[config.mk]
export PLATFORM = sky130hd
export DESIGN_NAME = spi_cmd_controller
export DESIGN_NICKNAME = d
export VERILOG_FILES = /design/src/rtl/spi_cmd_controller.sv
export SDC_FILE = /design/constraint.sdc
export NUM_CORES = 1
export LEC_CHECK = 0
export BUFFER_PORTS_ARGS = -buffer_cell sky130_fd_sc_hd__buf_2
export CELL_PAD_IN_SITES_DETAIL_PLACEMENT = 2
export CELL_PAD_IN_SITES_GLOBAL_PLACEMENT = 2
export CORE_UTILIZATION = 30
export DETAILED_ROUTE_END_ITERATION = 12
export MAX_ROUTING_LAYER = met4
export PLACE_DENSITY_LB_ADDON = 0.15
export SLEW_MARGIN = 25
export SYNTH_ARGS = -nofsm -noshare
export SYNTH_HDL_FRONTEND = slang
export SYNTH_SLANG_ARGS = --single-unit
[constraint.sdc]
create_clock -name CLK -period 2.2 [get_ports CLK]
set_input_delay 0.22 -clock CLK [delete_from_list [all_inputs] [get_ports CLK]]
set_output_delay 0.22 -clock CLK [all_outputs]
set_load 0.01 [all_outputs]
[src/rtl/spi_cmd_controller.sv]
// Command sequencer behind the SPI receive byte buffer: decodes cmd/addr/data frames into register-file accesses.
// Optional macro SPI_CMD_AUTO_INC_EN makes reg_addr step by one after every register access.
module spi_cmd_controller #(
  parameter int ADDR_WIDTH  = 8,
  parameter int INIT_CYCLES = 16,
  parameter int MAX_BURST   = 16
) (
  input  logic                  CLK,
  input  logic                  reset,
  input  logic                  CS,
  input  logic [7:0]            Buffer,
  input  logic                  Changed,
  output logic                  IsInitialized,
  output logic [ADDR_WIDTH-1:0] reg_addr,
  output logic [7:0]            reg_wdata,
  output logic                  reg_we,
  output logic                  reg_re,
  input  logic [7:0]            reg_rdata,
  output logic [7:0]            tx_byte,
  output logic                  busy,
  output logic                  error
);

  localparam int CNT_W = $clog2(INIT_CYCLES + 1);
  localparam logic [CNT_W-1:0] INIT_LAST = CNT_W'(INIT_CYCLES);
  localparam logic [7:0] BURST_MAX = 8'(MAX_BURST);

  typedef enum logic [2:0] {
    IDLE, CMD, ADDR_WR, ADDR_RD, DATA_WR, DATA_RD, ERR
  } state_e;

  state_e                state_q, state_d;
  logic [CNT_W-1:0]      init_cnt_q, init_cnt_d;
  logic                  init_done_q, init_done_d;
  logic                  changed_q, changed_d;
  logic [ADDR_WIDTH-1:0] addr_q, addr_d;
  logic [7:0]            wdata_q, wdata_d;
  logic                  we_q, we_d;
  logic                  re_q, re_d;
  logic [7:0]            tx_q, tx_d;
  logic [7:0]            burst_q, burst_d;
  logic                  error_q, error_d;
  logic                  strb;

  assign strb = Changed & ~changed_q & init_done_q & ~CS;

  always_comb begin
    state_d     = state_q;
    init_cnt_d  = init_cnt_q;
    init_done_d = init_done_q | (init_cnt_q == INIT_LAST);
    changed_d   = Changed;
    addr_d      = addr_q;
    wdata_d     = wdata_q;
    we_d        = 1'b0;
    re_d        = 1'b0;
    tx_d        = tx_q;
    burst_d     = burst_q;
    error_d     = error_q;

    if (init_cnt_q != INIT_LAST) init_cnt_d = init_cnt_q + 1'b1;

    // Read data is only valid in the strobe cycle, so it is captured right then.
    if (re_q) tx_d = reg_rdata;

`ifdef SPI_CMD_AUTO_INC_EN
    if (we_q || re_q) addr_d = addr_q + 1'b1;
`endif

    if (state_q == IDLE) burst_d = '0;

    if (CS) begin
      state_d = IDLE;
    end else begin
      unique case (state_q)
        IDLE: state_d = CMD;
        CMD: begin
          if (strb) begin
            unique case (Buffer)
              8'h01: state_d = ADDR_WR;
              8'h02: state_d = ADDR_RD;
              8'h03: begin
                error_d = 1'b0;
                state_d = ERR;
              end
              default: begin
                error_d = 1'b1;
                state_d = ERR;
              end
            endcase
          end
        end
        ADDR_WR: begin
          if (strb) begin
            addr_d  = Buffer[ADDR_WIDTH-1:0];
            state_d = DATA_WR;
          end
        end
        ADDR_RD: begin
          if (strb) begin
            addr_d  = Buffer[ADDR_WIDTH-1:0];
            re_d    = 1'b1;
            state_d = DATA_RD;
          end
        end
        DATA_WR: begin
          if (strb) begin
            if (burst_q == BURST_MAX) begin
              error_d = 1'b1;
              state_d = ERR;
            end else begin
              we_d    = 1'b1;
              wdata_d = Buffer;
              burst_d = burst_q + 1'b1;
            end
          end
        end
        DATA_RD: begin
          if (strb) begin
            if (burst_q == BURST_MAX) begin
              error_d = 1'b1;
              state_d = ERR;
            end else begin
              re_d    = 1'b1;
              burst_d = burst_q + 1'b1;
            end
          end
        end
        ERR:     state_d = ERR;
        default: state_d = IDLE;
      endcase
    end
  end

  always_ff @(posedge CLK or negedge reset) begin
    if (!reset) begin
      state_q     <= IDLE;
      init_cnt_q  <= '0;
      init_done_q <= 1'b0;
      changed_q   <= 1'b0;
      addr_q      <= '0;
      wdata_q     <= '0;
      we_q        <= 1'b0;
      re_q        <= 1'b0;
      tx_q        <= '0;
      burst_q     <= '0;
      error_q     <= 1'b0;
    end else begin
      state_q     <= state_d;
      init_cnt_q  <= init_cnt_d;
      init_done_q <= init_done_d;
      changed_q   <= changed_d;
      addr_q      <= addr_d;
      wdata_q     <= wdata_d;
      we_q        <= we_d;
      re_q        <= re_d;
      tx_q        <= tx_d;
      burst_q     <= burst_d;
      error_q     <= error_d;
    end
  end

  assign IsInitialized = init_done_q;
  assign reg_addr      = addr_q;
  assign reg_wdata     = wdata_q;
  assign reg_we        = we_q;
  assign reg_re        = re_q;
  assign tx_byte       = tx_q;
  assign busy          = (state_q != IDLE);
  assign error         = error_q;

endmodule
==> flow_metrics.py <==
metrics = {
    "status": {
        "status": "finished clean",
    },
    "sta": {
        "worst_slack_ns": 0.4103,
        "setup_viol": 0,
        "fmax_mhz": 558.7,
        "hold_ws_ns": 0.06054,
        "max-slew-margin-rel_pct": 66.65,
        "worst_slew_pin_slew_ns": 0.4964,
        "fin_crit_sh_pct": 81.35,
        "fin_tns_setup_ns": 0,
        "finalHoldViolCount": 0,
        "rsz0062_at_grt": "false",
        "fin_crit_ns": 1.790,
        "clock_skew_ns": 0.009870,
        "slew_violations": 0,
    },
    "route": {
        "drtIter0Drc": 45,
        "vias": 1529,
        "avgRoutedWirePerCell_um": 17.23,
        "first_pass_iters": 4,
        "drcViolationCount": 0,
        "routed_via_density": 5.080,
        "wl_um": 5185,
        "final_antenna_net_count": 0,
    },
    "grt": {
        "grt-ovfl-total": 0,
        "grt_pass1_wl_um": 8749,
        "grt_max_degree": 19,
        "grt_usage_pct": 16.33,
        "antenna_found_initial": 0,
        "first_global_vias": 1745,
    },
    "power_and_ir_drop": {
        "p_leak_nw": 1.206,
        "internal_power_mw": 1.661,
        "power_per_cell_area_mw_per_mm2": 971.1,
        "p_seq_share_pct": 45.9,
        "vdd_ir_drop_max_mv": 0.2940,
        "combPwrFrac_pct": 27.9,
        "pwr-share-clk_pct": 26.2,
        "p_sw_mw": 0.7772,
        "swShare_pct": 31.87,
    },
    "layout": {
        "mostFrequentLayoutCells": "buf_2, dfrtp_1, mux2_2, nand3_1",
        "layout.nets": 247,
        "antenna_cells": 0,
        "layout_commonest_cell": "buf_2",
        "drive_gt1_share_pct": 41.52,
        "syn2layout_area_growth_pct": 22.75,
        "final_cell_area_mm2": 0.002511,
    },
    "floorplanning": {
        "die_w_um": 84.58,
        "dieArea_mm2": 0.007153,
        "start_util_pct": 31.67,
        "ios": 49,
        "die_h_um": 84.58,
        "core_mm2": 0.006459,
        "num_rows": 29,
    },
    "critical_path": {
        "critPathLaunchType": "flip-flop",
        "cp_max_fo": 11,
        "slowest_stage": "dfrtp_1",
        "critPathMaxStageDelay_ns": 0.56,
        "worst_ep_arrival_time_ns": 1.98,
        "path_cells": "nor3b_4, o211ai_4, nor2_4, mux2_2",
        "cp.required_ns": 2.39,
        "cp-end-kind": "flip-flop",
        "path_class": "reg2reg",
    },
    "cts": {
        "cts_resized": 0,
        "clock-sinks": 45,
        "clockRootBuffer": "clkbuf_8",
        "path_clk_slew_ns": 0.09,
        "clk_latency_ns": 0.30,
        "cts_tree": "built",
        "clock_path_buffers": 2,
        "cts_made_buffers": 5,
        "h-tree-depth": 2,
    },
    "synth": {
        "ys.warnings.count": 0,
        "ys_seq_elements": 45,
        "yosysTopAreaCellShare_pct": 55.05,
        "yosys.area.top_type": "dfrtp_1",
        "synth_area_per_cell_um2": 12.18,
        "synth_seq_area_share_pct": 55.05,
        "postSynthCellCount": 168,
        "synth-edff-count": 0,
        "ys.flop_type": "dfrtp_1",
        "synth_area_mm2": 0.002046,
        "syn_nets": 192,
        "async_flop_share_pct": 100.0,
        "synthTopCellsByArea": "dfrtp_1, mux2_2, nand3_1",
        "synth.distinct_cells": 38,
    },
    "placement": {
        "gp_congestion": 0.7676,
        "dpl.hpwl_um": 4070,
        "placed_cell_area_mm2": 0.002389,
        "io_buffers": 48,
        "dp_slack_ns": 0.4213,
    },
    "flow_run": {
        "drv_cap": 0,
    },
    "hold_path": {
        "min_path_type": "in2reg",
    },
}
path summary, 6_finish.rpt:
kind,start,end,slack (ns),depth (start not counted)
min,Changed,changed_q$_DFF_PN0_,0.06,1
min in group asynchronous,reset,reg_addr[4]$_DFFE_PN0P_,0.37,2
min reg2reg,init_cnt_q[4]$_DFFE_PN0N_,init_cnt_q[4]$_DFFE_PN0N_,0.48,1
max,state_q[2]$_DFFE_PN0P_,reg_wdata[3]$_DFFE_PN0P_,0.41,4
max in group asynchronous,reset,burst_q[4]$_DFF_PN0_,1.23,3
max reg2reg,state_q[2]$_DFFE_PN0P_,reg_wdata[3]$_DFFE_PN0P_,0.41,4
through the flow:
stage	util (%)	instances	total power, mW
6_report	38.88	301	2.439
5_1_grt	38.88	301	2.577
4_1_cts	38.88	301	2.486
3_5_place_dp	36.98	292	1.828
3_3_place_gp	36.98	292	1.789
2_1_floorplan	-	168	1.492
critical path: cells and delay by family (launching register included):
family / cells / cell delay (ns)
AO/OA/AOI/OAI: 1 / 0.15
flip-flops: 1 / 0.56
AND/OR/NAND/NOR: 2 / 0.59
multiplexers: 1 / 0.38
cell families (layout without fill, tap and decap cells):
family                   after synthesis  count (layout)  share of synthesized area [%]
multiplexers                          27              27                          14.80
AO/OA/AOI/OAI                         21              21                          6.850
adder cells (fa/ha/maj)                4               4                          2.447
flip-flops                            45              45                          55.05
buffers and inverters                 13              69                          2.814
AND/OR/NAND/NOR                       50              50                          14.62
XOR/XNOR                               8               8                          3.425
power groups by stage:
| stage | combinational, mW | clock (mW) | sequential [mW] |
|---|---|---|---|
| global route | 0.741 | 0.695 | 1.14 |
| detailed placement | 0.693 | 0 | 1.14 |
| finish | 0.680 | 0.638 | 1.12 |
| global placement | 0.668 | 0 | 1.12 |
| CTS | 0.696 | 0.669 | 1.12 |
| floorplan | 0.331 | 0 | 1.16 |
cells in the mapped netlist, types with 3 or more instances:
library cell / instances
a21oi_1: 4
buf_2: 4
dfrtp_1: 45
ha_1: 4
inv_1: 7
mux2_2: 26
nand2_1: 3
nand2b_1: 3
nand3_1: 14
nor2_1: 8
nor3_1: 5
o21ai_0: 8
xnor2_1: 4
xor2_1: 4
layout make-up:
class | count | area (um^2)
fillers | 686 | 3948
multi-input cells | 110 | 862.1
clock buffers | 5 | 68.82
clock inverters | 3 | 43.79
flip-flops and latches | 45 | 1126
inverters | 7 | 26.28
well taps | 77 | 96.34
repair buffers | 54 | 287.8
metal layers:
layer	up-vias	GRT usage [%]	wire length [um]
met1	792	19.44	2276
met2	28	27.49	2695
li1	702	-	-
met5	-	-	0
met4	0	6.009	85
met3	7	3.147	128
state kept, by name (all words and copies together) (netlist names):
| name | flops |
|---|---|
| burst_q | 8 |
| reg_addr | 8 |
| reg_wdata | 8 |
| tx_byte | 8 |
| init_cnt_q | 5 |
| state_q | 3 |
| IsInitialized | 1 |
| changed_q | 1 |
| error | 1 |
| reg_re | 1 |
| reg_we | 1 |
what timing repair did:
action / CTS / global route
hold buffers: 1 / 0
hold endpoints to repair: 16 / 0
setup buffers: 0 / 0
No activity file was read; power rests on OpenSTA's default activity.
